## src/rtl/rf_write_arbiter.sv

```systemverilog
// rf_write_arbiter: owns the register-file RAM write port. Round-robin
// arbitration between requester A (ALU writeback) and requester B (load
// path), with a full zero-scrub of the RAM after reset and on clear_req.
module rf_write_arbiter #(
  parameter int unsigned DATA_WIDTH = 32,
  parameter int unsigned ADDR_WIDTH = 4
) (
  input  logic                  clk,
  input  logic                  rst,
  input  logic                  clear_req,
  input  logic                  a_valid,
  output logic                  a_ready,
  input  logic [ADDR_WIDTH-1:0] a_addr,
  input  logic [DATA_WIDTH-1:0] a_data,
  input  logic                  b_valid,
  output logic                  b_ready,
  input  logic [ADDR_WIDTH-1:0] b_addr,
  input  logic [DATA_WIDTH-1:0] b_data,
  output logic                  ram_wr_en,
  output logic [ADDR_WIDTH-1:0] ram_wr_addr,
  output logic [DATA_WIDTH-1:0] ram_din,
  output logic                  busy
);

  typedef enum logic {
    CLEAR,
    RUN
  } state_t;

  localparam logic [ADDR_WIDTH-1:0] LAST_ADDR = '1;

  state_t                state;
  state_t                state_nxt;
  logic [ADDR_WIDTH-1:0] clr_cnt;
  logic                  last_grant_b;
  logic                  a_acc;
  logic                  b_acc;

  assign a_acc = a_valid && a_ready;
  assign b_acc = b_valid && b_ready;

  // State register; reset always lands in CLEAR so the scrub restarts.
  always_ff @(posedge clk or posedge rst) begin
    if (rst) begin
      state <= CLEAR;
    end else begin
      state <= state_nxt;
    end
  end

  // Next state, busy and round-robin grant (ready may depend on valid).
  always_comb begin
    state_nxt = state;
    a_ready   = 1'b0;
    b_ready   = 1'b0;
    busy      = 1'b1;
    case (state)
      CLEAR: begin
        if (clr_cnt == LAST_ADDR) begin
          state_nxt = RUN;
        end
      end
      RUN: begin
        busy = 1'b0;
        if (clear_req) begin
          state_nxt = CLEAR;
        end else begin
          // Contention goes to whichever requester was not granted last.
          a_ready = a_valid && (!b_valid || last_grant_b);
          b_ready = b_valid && (!a_valid || !last_grant_b);
        end
      end
      default: state_nxt = CLEAR;
    endcase
  end

  // Registered RAM write port, scrub counter and round-robin pointer.
  always_ff @(posedge clk or posedge rst) begin
    if (rst) begin
      clr_cnt      <= '0;
      ram_wr_en    <= 1'b0;
      ram_wr_addr  <= '0;
      ram_din      <= '0;
      last_grant_b <= 1'b1;
    end else begin
      case (state)
        CLEAR: begin
          ram_wr_en   <= 1'b1;
          ram_wr_addr <= clr_cnt;
          ram_din     <= '0;
          clr_cnt     <= ADDR_WIDTH'(clr_cnt + 1'b1);
        end
        RUN: begin
          clr_cnt <= '0;
          if (a_acc) begin
            ram_wr_en    <= 1'b1;
            ram_wr_addr  <= a_addr;
            ram_din      <= a_data;
            last_grant_b <= 1'b0;
          end else if (b_acc) begin
            ram_wr_en    <= 1'b1;
            ram_wr_addr  <= b_addr;
            ram_din      <= b_data;
            last_grant_b <= 1'b1;
          end else begin
            // Address and data hold; only the enable drops.
            ram_wr_en <= 1'b0;
          end
        end
        default: begin
          ram_wr_en <= 1'b0;
        end
      endcase
    end
  end

endmodule
```

## config.mk

```make
export PLATFORM = sky130hd
export DESIGN_NAME = rf_write_arbiter
export DESIGN_NICKNAME = d
export VERILOG_FILES = /design/src/rtl/rf_write_arbiter.sv
export SDC_FILE = /design/constraint.sdc
export NUM_CORES = 1
export LEC_CHECK = 0
export CORE_MARGIN = 1
export CORE_UTILIZATION = 36
export DETAILED_ROUTE_END_ITERATION = 6
export GPL_TIMING_DRIVEN = 0
export PLACE_DENSITY = 0.78
export SLEW_MARGIN = 20
export SYNTH_ARGS = -nofsm -noshare
export SYNTH_HDL_FRONTEND = slang
export SYNTH_SLANG_ARGS = --single-unit
```

## constraint.sdc

```tcl
create_clock -name clk -period 1.5 [get_ports clk]
set_clock_uncertainty 0.1 [all_clocks]
set_input_delay 0.3 -clock clk [delete_from_list [all_inputs] [get_ports clk]]
set_output_delay 0.3 -clock clk [all_outputs]
set_load 0.02 [all_outputs]
```

==> results.toml <==
[cells_and_area]
area_growth_syn_to_layout_pct = 66.0
post-route-util_pct = 63.0
nets = 452
antenna_cells = 0
drive_above_1_share_pct = 16.8
multi_input_area_um2 = 1100
mostFrequentLayoutCells = "clkdlybuf4s50_1 (73), dfrtp_1 (42), dlygate4sd2_1 (39)"
fill_cells = 511
layout_commonest_cell = "clkdlybuf4s50_1"
seq_area_um2 = 1080

[clock_network]
clockBufferDepth = 2
cts_tree = "built"
clkTransAtPathRegs_ps = 80
h-tree-depth = 2
clock_latency_ps = 300
numCtsBuffers = 5
root_buffer = "clkbuf_8"
cts_sinks = 43

[timing]
setup_viol = 5
timing.final.ws_setup_ps = -304
timing.final.crit_period_ps = 1800
relSlewSlack_pct = 56.5
max_freq_mhz = 554
hold_viol_final = 0
slew_violations = 0
period_share_pct = 120
worstMarginPinSlew_ps = 652
rsz0062_at_grt = "true"
setup-tns-final_ps = -536

[setup_path]
cp-startpoint = "last_grant_b"
critical_path_peak_fanout = 10
reg2reg_to = "ram_din[10]"
worstRegToRegCells = 6
crit_buf_inv = 3
crit_slowest_cell = "dfstp_2"
required_ps = 1100
r2r-start = "last_grant_b"
path_class = "reg -> out"
cp_common_cell = "buf_6"
path_cells = "nand2b_4 > buf_6 > buf_8 > a211oi_4 > buf_6"
cp_top_family = "buffers and inverters"
crit_path_end_kind = "output port"
worstPathArrival_ps = 1400
cp-start-kind = "flip-flop"
regToRegSetupSlack_ps = -10
slowest_delay_ps = 380

[route]
post_drt_via_cell_ratio = 5.73
drtPass1Iterations = 5
vias = 2578
drt-total-wl_mm = 7.88
avgRoutedWirePerCell_um = 17.5
first_iter_violations = 188
drcViolationCount = 0
drtAntennaViolNets = 0

[global_route]
use_met2_pct = 40.6
grt_max_degree = 27
antenna_found_initial = 0
grt-busiest-layer = "met2"
grtUsageMet1_pct = 30.5
grt_pass1_vias = 2556
grt_overflow = 0
grt_pass1_wl_mm = 12.2
use_met3_pct = 3.78
track_usage_pct = 24.2

[synth]
synth.avg_cell_area_um2 = 9.32
syn_area_um2 = 2300
yosys_warnings = 0
ys_seq_area_share_pct = 46.8
syn-num-nets = 325
netlist_instances = 247
yosysUniqueCellTypes = 26
ys_ff_latch = 43

[floorplanning]
die_h_um = 82.0
io_pins = 117
core_um2 = 6060
rows = 28
die_w_um = 82.0
die_area_um2 = 6720
initial_core_util_pct = 38.0

[outcome]
status = "complete, but fails checks"
violations = "setup timing"

[pwr]
leakagePower_nw = 1.71
ir_drop_mv = 0.550
power_density_nw_per_um2 = 1190

[flow_run]
max_cap_viol_count = 0

[min_path]
min_path_type = "in -> async"

[placement]
numPortBuffers = 116
dp_hpwl_mm = 5.65
gp_congestion = 0.802
## sequential cells by signal, summed over array words and instances, names as in the netlist
register,cells
clr_cnt,4
ram_din,32
ram_wr_en,1
last_grant_b,1
ram_wr_addr,4
state,1
## worst reg2reg max path, cell delays in order, from the launching register on
cell and delay (ps):
dfstp_2 380, buf_4 130, nor2b_2 240, buf_12 180, clkbuf_16 140, o21ai_1 60, a31oi_1 200
## power breakdown
part | internal (mW) | switching, mW | leakage, nW
clock network | 0.319 | 0.400 | 0.0477
logic | 1.04 | 1.18 | 1.09
registers | 1.43 | 0.171 | 0.573
## cell usage after synthesis
cell	instances	area share, %
nor2_4	1	0.49
buf_4	6	2.0
nand2b_1	2	0.54
buf_6	3	1.5
o21ai_0	9	2.0
nor2b_1	7	1.9
inv_2	1	0.16
clkbuf_1	2	0.33
o21ai_1	30	6.5
buf_2	20	4.3
or2_1	1	0.27
a31oi_1	36	9.8
ha_1	1	0.54
nor3_1	1	0.22
clkbuf_2	1	0.22
dfrtp_1	42	46
xnor2_1	1	0.38
a211oi_1	1	0.33
xor2_1	1	0.38
a41o_1	1	0.43
nand3_1	37	8.0
a221oi_1	4	1.5
a22oi_1	32	10
nor2_1	4	0.65
dfstp_2	1	1.1
inv_1	2	0.33
## timing repair
action                     in CTS  in global routing
buffers inserted                4                  2
setup endpoints to repair      74                 38
pin swaps                       0                  6
hold buffers                    0                  0
resized for setup              75                 22
gates cloned                    0                  1
## cell type report
cell class | count | share of cell area (%)
timing repair buffer | 124 | 32.3
multi-input combinational | 169 | 28.7
sequential | 43 | 28.2
buffer | 28 | 5.89
tap | 75 | 2.46
clock buffer | 5 | 1.80
clock inverter | 3 | 0.393
inverter | 3 | 0.295
## routing by layer
layer  wire (um)  up-vias
met5           0        -
met4         141        0
met3         601       10
met2        3840      126
met1        3300     1240
li1            -     1202
## worst max-delay path by stage
stage | endpoint | slack, ps | depth (start not counted)
after global routing | b_ready | -360 | 5
after floorplan | b_ready | -30 | 4
after CTS | b_ready | -320 | 5
final | b_ready | -300 | 5
after detailed placement | b_ready | -1030 | 6
after global placement | b_ready | -1010 | 6
## stage by stage
| step | cell area (um^2) | hold WS, ps | total power [mW] | cells | setup WS [ps] |
|---|---|---|---|---|---|
| after floorplan | 2330 | 312 | 2.80 | 247 | -27.4 |
| after global placement | 3580 | 358 | 3.65 | 438 | -1010 |
| after detailed placement | 3600 | 373 | 3.71 | 439 | -1030 |
| after CTS | 3710 | 218 | 4.40 | 448 | -317 |
| after global routing | 3820 | 253 | 4.81 | 450 | -358 |
| final | 3820 | 213 | 4.54 | 450 | -304 |
## logic make-up (layout without fill, tap and decap cells)
| group | after synthesis | count (layout) | synth area share (%) |
|---|---|---|---|
| xor gates and xnor gates | 2 | 2 | 0.761 |
| buffers and inverters | 35 | 163 | 8.80 |
| AOI/OAI and AO/OA | 113 | 113 | 31.0 |
| adders and majority gates | 1 | 1 | 0.543 |
| and+or+nand+nor | 53 | 53 | 12.1 |
| DFF | 43 | 43 | 46.8 |
Power figures use the tool's default switching activity.
